<file path="src/rtl/divider_pkg.sv">
// ---------------------------------------------------------------------------
// divider_pkg
// Shared types and helpers for the sequential integer divider.
//   div_op_t    : operation encoding, bit 0 = signed, bit 1 = remainder
//   div_state_t : controller states of seq_divider
//   abs_w       : conditional two's-complement negation, used both for
//                 operand magnitudes and for the final sign fix-up
// ---------------------------------------------------------------------------
package divider_pkg;

  // Widest operand the helper function supports; callers zero-extend into
  // this width and truncate the result back to their own WIDTH.
  localparam int MAX_WIDTH = 64;

  typedef enum logic [1:0] {
    DIVU = 2'b00,
    DIV  = 2'b01,
    REMU = 2'b10,
    REM  = 2'b11
  } div_op_t;

  typedef enum logic [1:0] {
    IDLE,
    CALC,
    FIX,
    DONE
  } div_state_t;

  // Negation modulo 2**MAX_WIDTH; the low WIDTH bits of the result equal the
  // WIDTH-bit negation, so truncation by the caller gives the right answer.
  function automatic logic [MAX_WIDTH-1:0] abs_w(input logic [MAX_WIDTH-1:0] value,
                                                 input logic                 neg);
    return neg ? (~value + 1'b1) : value;
  endfunction

endpackage

</file>
<file path="src/rtl/div_step.sv">
// ---------------------------------------------------------------------------
// div_step
// One radix-2 restoring division step (purely combinational).
//   rem      in  WIDTH  partial remainder
//   quo      in  WIDTH  dividend/quotient shift register
//   divisor  in  WIDTH  divisor magnitude
//   rem_next out WIDTH  partial remainder after this step
//   quo_next out WIDTH  quotient register after shifting in one bit
// ---------------------------------------------------------------------------
module div_step #(
  parameter int WIDTH = 32
) (
  input  logic [WIDTH-1:0] rem,
  input  logic [WIDTH-1:0] quo,
  input  logic [WIDTH-1:0] divisor,
  output logic [WIDTH-1:0] rem_next,
  output logic [WIDTH-1:0] quo_next
);

  logic [WIDTH:0]   shifted;
  logic [WIDTH-1:0] trial;

  // The shifted remainder keeps the old remainder MSB, so divisors with the
  // top bit set still compare correctly. When the subtraction is taken its
  // result is below the divisor, so WIDTH bits always hold it.
  always_comb begin
    shifted = {rem, quo[WIDTH-1]};
    trial   = shifted[WIDTH-1:0] - divisor;
    if (shifted >= {1'b0, divisor}) begin
      rem_next = trial;
      quo_next = {quo[WIDTH-2:0], 1'b1};
    end else begin
      rem_next = shifted[WIDTH-1:0];
      quo_next = {quo[WIDTH-2:0], 1'b0};
    end
  end

endmodule

</file>
<file path="src/rtl/seq_divider.sv">
// ---------------------------------------------------------------------------
// seq_divider
// Multi-cycle signed/unsigned integer divider (restoring, one bit per cycle).
//   clk        in  1      clock, rising edge
//   rst        in  1      asynchronous active-high reset
//   a          in  WIDTH  dividend
//   b          in  WIDTH  divisor
//   op         in  2      DIVU=00, DIV=01, REMU=10, REM=11
//   enabled    in  1      request, held high until the result is consumed
//   c          out WIDTH  quotient or remainder
//   completed  out 1      c holds a valid result
//   busy       out 1      iterating or fixing up signs
// Divide-by-zero and signed overflow skip the iteration and finish in two
// cycles. Dropping enabled mid-operation aborts back to IDLE.
// ---------------------------------------------------------------------------
module seq_divider
  import divider_pkg::*;
#(
  parameter int WIDTH = 32
) (
  input  logic             clk,
  input  logic             rst,
  input  logic [WIDTH-1:0] a,
  input  logic [WIDTH-1:0] b,
  input  logic [1:0]       op,
  input  logic             enabled,
  output logic [WIDTH-1:0] c,
  output logic             completed,
  output logic             busy
);

  localparam int CW = $clog2(WIDTH + 1);
  localparam logic [WIDTH-1:0] MIN_VAL = {1'b1, {(WIDTH-1){1'b0}}};

  div_state_t       state, state_next;
  div_op_t          op_q, op_q_next;
  logic [WIDTH-1:0] rem, rem_next;
  logic [WIDTH-1:0] quo, quo_next;
  logic [WIDTH-1:0] dvs, dvs_next;
  logic [CW-1:0]    cnt, cnt_next;
  logic             qneg, qneg_next;
  logic             rneg, rneg_next;
  logic             special, special_next;
  logic [WIDTH-1:0] c_next;
  logic             completed_next;

  logic             signed_op;
  logic [WIDTH-1:0] a_mag, b_mag;
  logic [WIDTH-1:0] step_rem, step_quo;
  logic [WIDTH-1:0] quo_fixed, rem_fixed;

  div_step #(.WIDTH(WIDTH)) u_step (
    .rem      (rem),
    .quo      (quo),
    .divisor  (dvs),
    .rem_next (step_rem),
    .quo_next (step_quo)
  );

  // Operand magnitudes are taken from the live inputs; they only matter on
  // the capturing edge in IDLE.
  assign signed_op = op[0];
  assign a_mag     = WIDTH'(abs_w(MAX_WIDTH'(a), signed_op & a[WIDTH-1]));
  assign b_mag     = WIDTH'(abs_w(MAX_WIDTH'(b), signed_op & b[WIDTH-1]));

  // Special-case results are preloaded with their final signs, so the
  // fix-up is bypassed for them.
  assign quo_fixed = WIDTH'(abs_w(MAX_WIDTH'(quo), qneg & ~special));
  assign rem_fixed = WIDTH'(abs_w(MAX_WIDTH'(rem), rneg & ~special));

  assign busy = (state == CALC) || (state == FIX);

  // State and datapath registers.
  always_ff @(posedge clk or posedge rst) begin
    if (rst) begin
      state     <= IDLE;
      op_q      <= DIVU;
      rem       <= '0;
      quo       <= '0;
      dvs       <= '0;
      cnt       <= '0;
      qneg      <= 1'b0;
      rneg      <= 1'b0;
      special   <= 1'b0;
      c         <= '0;
      completed <= 1'b0;
    end else begin
      state     <= state_next;
      op_q      <= op_q_next;
      rem       <= rem_next;
      quo       <= quo_next;
      dvs       <= dvs_next;
      cnt       <= cnt_next;
      qneg      <= qneg_next;
      rneg      <= rneg_next;
      special   <= special_next;
      c         <= c_next;
      completed <= completed_next;
    end
  end

  // Next-state and datapath control. Everything holds by default; a low
  // enabled in CALC or FIX aborts without touching c or completed.
  always_comb begin
    state_next     = state;
    op_q_next      = op_q;
    rem_next       = rem;
    quo_next       = quo;
    dvs_next       = dvs;
    cnt_next       = cnt;
    qneg_next      = qneg;
    rneg_next      = rneg;
    special_next   = special;
    c_next         = c;
    completed_next = completed;

    case (state)
      IDLE: begin
        if (enabled) begin
          op_q_next = div_op_t'(op);
          dvs_next  = b_mag;
          qneg_next = signed_op & (a[WIDTH-1] ^ b[WIDTH-1]);
          rneg_next = signed_op & a[WIDTH-1];
          if (b == '0) begin
            special_next = 1'b1;
            quo_next     = '1;
            rem_next     = a;
            state_next   = FIX;
          end else if (signed_op && (a == MIN_VAL) && (b == '1)) begin
            special_next = 1'b1;
            quo_next     = MIN_VAL;
            rem_next     = '0;
            state_next   = FIX;
          end else begin
            special_next = 1'b0;
            rem_next     = '0;
            quo_next     = a_mag;
            cnt_next     = CW'(WIDTH);
            state_next   = CALC;
          end
        end
      end

      CALC: begin
        if (!enabled) begin
          state_next = IDLE;
        end else begin
          rem_next = step_rem;
          quo_next = step_quo;
          cnt_next = cnt - 1'b1;
          if (cnt == CW'(1)) begin
            state_next = FIX;
          end
        end
      end

      FIX: begin
        if (!enabled) begin
          state_next = IDLE;
        end else begin
          c_next         = ((op_q == REMU) || (op_q == REM)) ? rem_fixed : quo_fixed;
          completed_next = 1'b1;
          state_next     = DONE;
        end
      end

      DONE: begin
        if (!enabled) begin
          completed_next = 1'b0;
          state_next     = IDLE;
        end
      end

      default: begin
        state_next = IDLE;
      end
    endcase
  end

endmodule
</file>
<file path="config.mk">
export PLATFORM = sky130hd
export DESIGN_NAME = seq_divider
export DESIGN_NICKNAME = d
export VERILOG_FILES = /design/src/rtl/divider_pkg.sv /design/src/rtl/div_step.sv /design/src/rtl/seq_divider.sv
export SDC_FILE = /design/constraint.sdc
export NUM_CORES = 1
export LEC_CHECK = 0
export ABC_AREA = 1
export CORE_MARGIN = 5
export CORE_UTILIZATION = 50
export DETAILED_ROUTE_END_ITERATION = 10
export DONT_BUFFER_PORTS = 1
export PLACE_DENSITY_LB_ADDON = 0.12
export SLEW_MARGIN = 5
export SYNTH_ARGS = -nofsm -noshare
export SYNTH_HDL_FRONTEND = slang
export SYNTH_HIERARCHICAL = 1
export SYNTH_SLANG_ARGS = --single-unit
</file>
<file path="constraint.sdc">
create_clock -name clk -period 4.4 [get_ports clk]
set_clock_uncertainty 0.1 [all_clocks]
set_input_delay 0.22 -clock clk [delete_from_list [all_inputs] [get_ports clk]]
set_output_delay 0.22 -clock clk [all_outputs]
set_load 0.02 [all_outputs]
</file>
# --- Word-level counts from Yosys, hierarchy flattened ---
# Cells that the tools add are included.
# Widths: inputs -> output; s select.
op_classes:
  add_sub_neg: 6
  mul: 0
  div_mod_pow: 0
  order_cmp: 1
  eq_ne: 15
  n_shift: 0
  n_mux: 34
  n_bitwise: 11
  reduce_logical: 14
op_table:
  columns: ["cell", "count"]
  rows:
  - ["$mux 32", 13]
  - ["$add 32x1->32 const B", 4]
  - ["$not 32->32", 4]
  - ["$pmux 32 s2", 2]
  - ["$eq 32x32->1 const B", 2]
  - ["$ge 33x32->1", 1]
  - ["$logic_not 32->1", 1]
  - ["$sub 32x32->32", 1]
  - ["$mux 6", 4]
  - ["$mux 2", 7]
  - ["$ne 2x2->1 const B", 6]
  - ["$pmux 6 s2", 1]
  - ["$reduce_and 3->1", 3]
  - ["$eq 2x2->1 const B", 4]
  - ["$pmux 2 s4", 1]
  - ["$eq 6x1->1 const B", 1]
  - ["$sub 6x1->6 const B", 1]
  - ["$and 1x1->1", 5]
  - ["$mux 1", 5]
  - ["$reduce_and 5->1", 1]
  - ["$reduce_and 2->1", 2]
  - ["$reduce_bool 2->1", 2]
  - ["$ne 3x2->1 const B", 1]
  - ["$eq 2x1->1 const B", 1]
  - ["6 further kinds", 8]
word_totals:
  register_bits: 142
  latch_bits: 0
  mem_bits_rw: 0
  rom_bits: 0
  out_inout_bits: 34
  wordCells: 92
  mem_count: 0

# --- Depth between registers and ports, before layout ---
# Gate-level depths: netlist (run 1).
depth:
  depth_word: 7
  ltp_mapped: 18

# --- Cells and area by module ---
# Netlist (run 1), hierarchy kept.
by_module_without_submodules:
  columns: ["mod", "instances", "cells_per_inst", "area_each_um2"]
  rows:
  - ["seq_divider", 1, 1629, 10488.8]
  - ["div_step", 1, 681, 3422.0]

# --- Worst setup path after synthesis (run 1) ---
# OpenSTA, ideal clock, no wires.
synth_path:
  path_kind: "register to register"
  startpoint: "register rem[27]"
  endpoint: "register rem[4]"
  setup_time_ns: 0.136
  arrival_time_ns: 1.950
  setup_slack_ns: 2.215
  path_stages_with_launch: 15
  n_path_buf: 1
  path_cell_list: "dfrtp_1 ha_1 nand2_1 inv_1 nand2_1 nand2_1 a21oi_1 nand2_1 nor2_4 nand2_8 buf_8 nand2_1 nand2_1 a21oi_1 a22oi_2"
synth_between:
  elab_chain_cells: 4
synth_rtl:
  columns: ["element", "line", "source"]
  rows:
  - ["start: declaration", "seq_divider.sv:37", "logic [WIDTH-1:0] rem, rem_next;"]
  - ["start signal: assignment", "seq_divider.sv:90", "rem <= rem_next;"]
  - ["$ge 33x32->1", "div_step.sv:29", "if (shifted >= {1'b0, divisor}) begin"]
  - ["$mux 32", "div_step.sv:29", null]
  - ["via step_rem[4]", "seq_divider.sv:49", "logic [WIDTH-1:0] step_rem, step_quo;"]
  - ["$mux 32", "seq_divider.sv:145", "if (!enabled) begin"]
  - ["$pmux 32 s2", "seq_divider.sv:117", "case (state)"]
# The timed path passes the listed nets, and every way through them passes these cells. The select of a mux whose other input is x is not followed.
# A chain may end at the register's enable or synchronous reset.

# --- Worst setup path after layout (run 1) ---
layout_path:
  startpoint: "register state[1]"
  endpoint: "register qneg"
layout_between:
  elab_chain_cells: 2
layout_rtl:
  columns: ["element", "line", "source"]
  rows:
  - ["start: declaration", "seq_divider.sv:35", "div_state_t state, state_next;"]
  - ["start signal: assignment", "seq_divider.sv:88", "state <= state_next;"]
  - ["$logic_not 2->1", "seq_divider.sv:117", null]
  - ["$reduce_and 2->1 (no source line)", null, null]
  - ["end signal: assignment", "seq_divider.sv:94", "qneg <= qneg_next;"]
  - ["end: declaration", "seq_divider.sv:41", "logic qneg, qneg_next;"]
# No other way between the ends.

==> run metrics, run 1 <==
Synth top area share=25.4%; CTS tree=built; routed len/inst=19.6 um; number of synthesized flops with an enable pin=0; syn avg cell area=6.02 sq um; H-tree Lvls=4; DRT iter0 DRCs=between 1500 and 2000; vias in the first global route=between 10000 and 15000; Flop pwr share=23.0%; CTS buffer count=17; status=complete, no violations; Main synth FF type=dfrtp_1; top cells by count, synth=706 x nand2_1, 297 x inv_1, 285 x nor2_1; Mapped Cells=2310; top routing layer used=met4; Die Ht=177 um; Critical-path top delay cell=nand2_2; port buffer count=0; Slew Limit Fails=0; Setup CP Type=reg -> reg; GRT Total Usage=33.5%; initial antenna violation count=3; Hold Vio Cnt, Final=0; reported net switching power=7.30 mW; fin nets=2408; Post-DP Area=13900 sq um; DRC errors left=0; cell accounting for the most synthesized area=dfrtp_1; Internal=roughly 5.5 mW; largest net degree at the start of global routing=a little over 60; Slew @ Worst Pin=1.21 ns; Via density=5.58; 1st-pass router iterations=7; final instance area=15100 sq um; register area share after synthesis=25.4%; Synth area leaders=dfrtp_1 25%, nand2_1 19%, nand3_1 9.0%; Vias=15000; Initial Util=50.3%; Antenna Nets Post-Route=0; routed wire length=52600 um; Slew Limit Headroom=between 10% and 20%; clock-pin slew on the worst setup and hold paths=0.08 ns; first-pass GRT wire length=80900 um; fillcell total=about 2900; Switching Fraction=57.2%; Tot Pwr=between 10 and 15 mW; Overflow after GRT=0; DR WL met2=22400 um; Rows=61; asr flop ratio synth=100%; Synth Register Bits=141; clock share of power=12.4%; setup total negative slack=0 ns; CP max stage delay=0.81 ns; # setup viols final=0; wire length on met1=22900 um; P_leak=7.67 nW; Post-Syn Nets=2424; fin crit share=between 70% and 80%; Mapped Area=~14000 sq um; cell breakdown of the critical path=inv_1 > ha_1 > nand2_2 > inv_1 > nand2_1 > o22ai_1 > dlygate4sd3_1; total I/O pin count=a little over 100; Crit path top cell by count=inv_1; count of cell types in the netlist=46; f_max=310 MHz; VDD IR max=425 uV; root buffer cell=clkbuf_16; Skew-Pair Late Insertion Delay=0.43 ns; Post-CTS Setup Inserts=0; RSZ-0062 raised after global routing=no; CP arrival=3.44 ns; most frequent cell after synthesis=nand2_1; Data required, critical path=4.61 ns; worst-case clock buffer depth=2; Comb power frac=between 60 and 70%; Max-Cap Viols=0; met3 WL=5800 um; routability cong.=slightly above 1; layout cells sized above 1=5.98%; Syn. warnings=6; startpoint types=flop; fin crit period=3.23 ns; CORE AREA=27600 sq um; Area growth syn-to-layout=8.52%; Die W=roughly 180 um; Tightest Hold Check Type=in -> reg; power per standard cell area=845 nW/um^2; post-DP HPWL=41000 um; die area=31300 sq um; CTS sink cnt=141; Critical Path End Type=flop; crit path max fanout=58
area by class of cell:
class / count / area, sq um / share of cell area, %
Multi-Input combinational cell: 1754 / 8610 / 57.1
Sequential cell: 141 / 3530 / 23.4
Inverter: 308 / 1160 / 7.69
Timing Repair Buffer: 72 / 688 / 4.56
Tap cell: 378 / 473 / 3.13
Clock buffer: 17 / 425 / 2.82
Clock inverter: 15 / 196 / 1.30
Antenna cell: 4 / 10.0 / 0.0663
timing repair:
action / 4_1_cts / 5_1_grt
hold buffers: 59 / 0
hold endpoints to repair: 123 / 0
gates resized for setup: 0 / 0
power by group through the flow:
stage	combinational (mW)	clock (mW)	sequential, mW
final	8.24	1.59	2.93
after global routing	9.19	1.64	3.02
after CTS	8.10	1.60	2.92
after detailed placement	7.99	0	2.94
after global placement	7.98	0	2.92
after floorplan	6.31	0	2.59
registers in the layout, summed over array words and instances (netlist names), 2 cells and up:
| signal | count |
|---|---|
| quo | 32 |
| rem | 32 |
| cnt | 6 |
| c | 32 |
| dvs | 32 |
| state | 2 |
per-stage QoR:
stage | hold slack, ns | util (%) | std cells | setup slack, ns
final | 0.0154 | 54.6 | 2689 | 1.17
after global placement | 0.0977 | 50.2 | 2594 | 1.34
after global routing | 0.0381 | 54.6 | 2688 | 0.868
after CTS | 0.00549 | 54.6 | 2685 | 1.18
after detailed placement | 0.0931 | 50.2 | 2594 | 1.37
after floorplan | 0.241 | - | 2310 | 0.299
layout by cell type, fill, tap and decap left out, drive strengths merged, types with 20 or more instances in the layout:
master	netlist	layout
nand4	24	24
nand2	716	716
ha	44	44
nand3	268	268
a31oi	20	20
dfrtp	141	141
a21oi	105	105
o21ai	97	97
dlygate4sd3	0	59
a22oi	28	28
xor2	44	44
nor2	312	312
nor3	26	26
inv	307	316
worst max-delay path, delay by kind of cell (launching register included):
family / cells / cell delay [ns]
buffers and inverters: 3 / 1.24
and+or+nand+nor: 2 / 0.98
DFF: 1 / 0.44
adders and majority gates: 1 / 0.22
AOI/OAI and AO/OA: 1 / 0.09
cells by family after synthesis:
logic type | synth area share (%)
XOR/XNOR | 3.46
buffers and inverters | 12.8
AO/OA/AOI/OAI | 11.5
AND/OR/NAND/NOR | 42.8
flip-flops | 25.4
adder cells (fa/ha/maj) | 4.10
per-layer routing:
metal  GRT usage, %  up-vias
li1               -     7322
met1           45.8     6965
met5              0        -
met4           9.77        0
met3           11.1       91
met2           50.8      625
path summary, 6_finish.rpt:
path,start,to,slack (ns),cells past startpoint
max,state[1],qneg,1.17,7
min,a[5],quo[5],0.02,4
max reg2reg,state[1],qneg,1.17,7
min reg2reg,dvs[26],dvs[26],0.39,2
max in group asynchronous,rst,quo[0],2.87,3
min in group asynchronous,rst,c[25],0.26,2
No activity file was read; power rests on OpenSTA's default activity.
==> run 2: changes to the inputs <==
- ABC_AREA: 1 -> 0
- clock period: 4.4 -> 3.4 ns (I/O delays scaled with it)
==> run metrics, run 2 <==
fin nets=1645 (was 2408); fin crit share=96.8% (was 73.4%); crit path max fanout=7 (was 58); Synth area leaders=dfrtp_1 30%, xnor2_1 6.2%, a21oi_1 5.5% (was dfrtp_1 25%, nand2_1 19%, nand3_1 9.0%); routed wire length=36600 um (was 52600 um); Tightest Hold Check Type=in -> reg (unchanged); Area growth syn-to-layout=17.7% (was 8.52%); Synth top area share=29.6% (was 25.4%); Multi-input gate area=7730 sq um (was 8610 sq um); Via density=5.90 (was 5.58); Rows=56 (was 61); die area=27000 sq um (was 31300 sq um); DP Cell Count=1755 (was 2594); Slew Limit Headroom=53.0% (was 19.2%); layout cells sized above 1=14.2% (was 5.98%); post-DP HPWL=27300 um (was 41000 um); routed len/inst=19.6 um (about the same); top cells by count, synth=168 x nand2_1, 141 x dfrtp_1, 132 x a21oi_1 (was 706 x nand2_1, 297 x inv_1, 285 x nor2_1); DRT iter0 DRCs=770 (was 1701); CTS sink cnt=141 (unchanged); Die Ht=164 um (was 177 um); Post-Syn Nets=1576 (was 2424); Mapped Cells=1462 (was 2310); Antenna Nets Post-Route=0 (unchanged); commonest non-fill, non-tap cell in the layout=nand2_1 (unchanged); P_leak=5.91 nW (was 7.67 nW); ant diodes=0 (was 4); Setup CP Type=reg -> reg (unchanged); initial antenna violation count=0 (was 3); root buffer cell=clkbuf_16 (unchanged); register area share after synthesis=29.6% (was 25.4%); clock-pin slew on the worst setup and hold paths=0.06 ns (was 0.08 ns); port buffer count=0 (unchanged); startpoint types=flop (unchanged); H-tree Lvls=4 (unchanged); Overflow after GRT=0 (unchanged); Hold Vio Cnt, Final=0 (unchanged); # setup viols final=0 (unchanged); syn avg cell area=8.15 sq um (was 6.02 sq um); Slew Limit Fails=0 (unchanged); Die W=164 um (was 177 um); commonest cells after routing, fill and taps aside=164 x nand2_1, 141 x dfrtp_1, 127 x a21oi_1, 126 x o21ai_0 (was 705 x nand2_1, 296 x inv_1, 284 x nor2_1, 249 x nand3_1, 141 x dfrtp_1); Critical Path End Type=flop (unchanged); largest net degree at the start of global routing=110 (was 62); CP arrival=3.49 ns (was 3.44 ns); Max-Cap Viols=0 (unchanged); CTS buffer count=17 (unchanged); vias in the first global route=10600 (was 14300); most frequent cell after synthesis=nand2_1 (unchanged); GRT Total Usage=26.9% (was 33.5%); power per standard cell area=958 nW/um^2 (was 845 nW/um^2); f_max=304 MHz (was 310 MHz); fillcell total=2105 (was 2935); Synth Register Bits=141 (unchanged); number of synthesized flops with an enable pin=0 (unchanged); Mapped Area=11900 sq um (was 13900 sq um); Vias=11000 (was 15000); status=complete, no violations (unchanged); count of cell types in the netlist=77 (was 46); Skew-Pair Late Insertion Delay=0.42 ns (was 0.43 ns); asr flop ratio synth=100% (unchanged); cell accounting for the most synthesized area=dfrtp_1 (unchanged); Main synth FF type=dfrtp_1 (unchanged); routability cong.=0.969 (was 1.02); FF/Latch Area=3530 sq um (unchanged); Initial Util=50.7% (was 50.3%); fin crit period=3.29 ns (was 3.23 ns); filler-free cell count of the finished design=1863 (was 2689); CORE AREA=23500 sq um (was 27600 sq um); Final Core Density=59.7% (was 54.6%); CTS tree=built (unchanged); Slew @ Worst Pin=0.699 ns (was 1.21 ns); Syn. warnings=6 (unchanged); total I/O pin count=103 (unchanged); Data required, critical path=3.60 ns (was 4.61 ns); DRC errors left=0 (unchanged); RSZ-0062 raised after global routing=yes (was no); 1st-pass router iterations=5 (was 7); VDD IR max=388 uV (was 425 uV); worst-case clock buffer depth=2 (unchanged); first-pass GRT wire length=57100 um (was 80900 um)
## run 2: repair_timing
item | CTS | global route
cloned | 0 | 2
setup buffers | 0 | 3
hold buffers | 71 | 0
hold endpoints to repair | 235 | 0
pin swaps | 0 | 9
endpoints found under the setup margin | 1 | 32
resized for setup | 1 | 27
## run 2: worst paths after layout
check / to / cells after the start / from / slack, ns
setup reg to reg: rem[30] / 15 / rem[3] / 0.11
min in group asynchronous: c[2] / 3 / rst / 0.26
hold reg to reg: dvs[19] / 2 / dvs[19] / 0.38
setup / recovery: rem[30] / 15 / rem[3] / 0.11
hold / removal: rem[2] / 3 / a[2] / 0.01
max in group asynchronous: rem[24] / 3 / rst / 2.43
## run 2: routing by layer
layer / GRT usage [%] / routed length [um]
met5: 0 / 0
met4: 9.11 / 1040
met3: 3.66 / 2080
met2: 44.8 / 17000
met1: 36.0 / 16400
## run 2: kinds of logic (layout without fill, tap and decap cells)
logic type,Yosys count,count (layout),synth area share (%)
adders and majority gates,45,45,4.79
buffers and inverters,176,258,6.86
muxes,46,46,5.05
and+or+nand+nor,459,459,20.3
AOI/OAI and AO/OA,451,451,22.8
DFF,141,141,29.6
xor gates and xnor gates,144,144,10.6
## run 2: critical path: stages, from the launching register on
cell	delay [ns]
dfrtp_1	0.43
ha_4	0.30
buf_6	0.10
a21oi_1	0.07
nor3b_2	0.17
a221o_2	0.17
a21oi_2	0.07
or4_4	0.51
a31oi_1	0.14
nand2b_4	0.16
o32ai_4	0.08
buf_12	0.16
clkbuf_16	0.16
mux2_4	0.29
a21oi_1	0.17
o21ai_1	0.07
## run 2: area by class of cell
type                       instances  area share [%]
multi-input combinational       1145            55.2
sequential                       141            25.2
timing repair buffer             164            10.8
inverter                          62            1.69
tap                              319            2.85
clock buffer                      22            3.38
clock inverter                    10           0.982
## run 2: report_power, final
group	switching [mW]	total (mW)	internal, mW
clock network	0.750	1.96	1.21
logic	4.38	8.15	3.77
registers	0.950	3.31	2.36
## run 2: metrics by stage
step | power, mW | hold WS [ns] | worst slack, ns | cell area (sq um) | setup TNS (ns)
after floorplan | 9.02 | 0.217 | 0.132 | 11900 | 0
after global placement | 10.8 | 0.107 | 0.0165 | 12500 | 0
after detailed placement | 10.9 | 0.109 | 0.00515 | 12500 | 0
after CTS | 13.0 | 0.000781 | 0.0564 | 13800 | 0
after global routing | 14.5 | 0.0183 | -0.0539 | 14000 | -0.744
final | 13.4 | 0.0107 | 0.110 | 14000 | 0
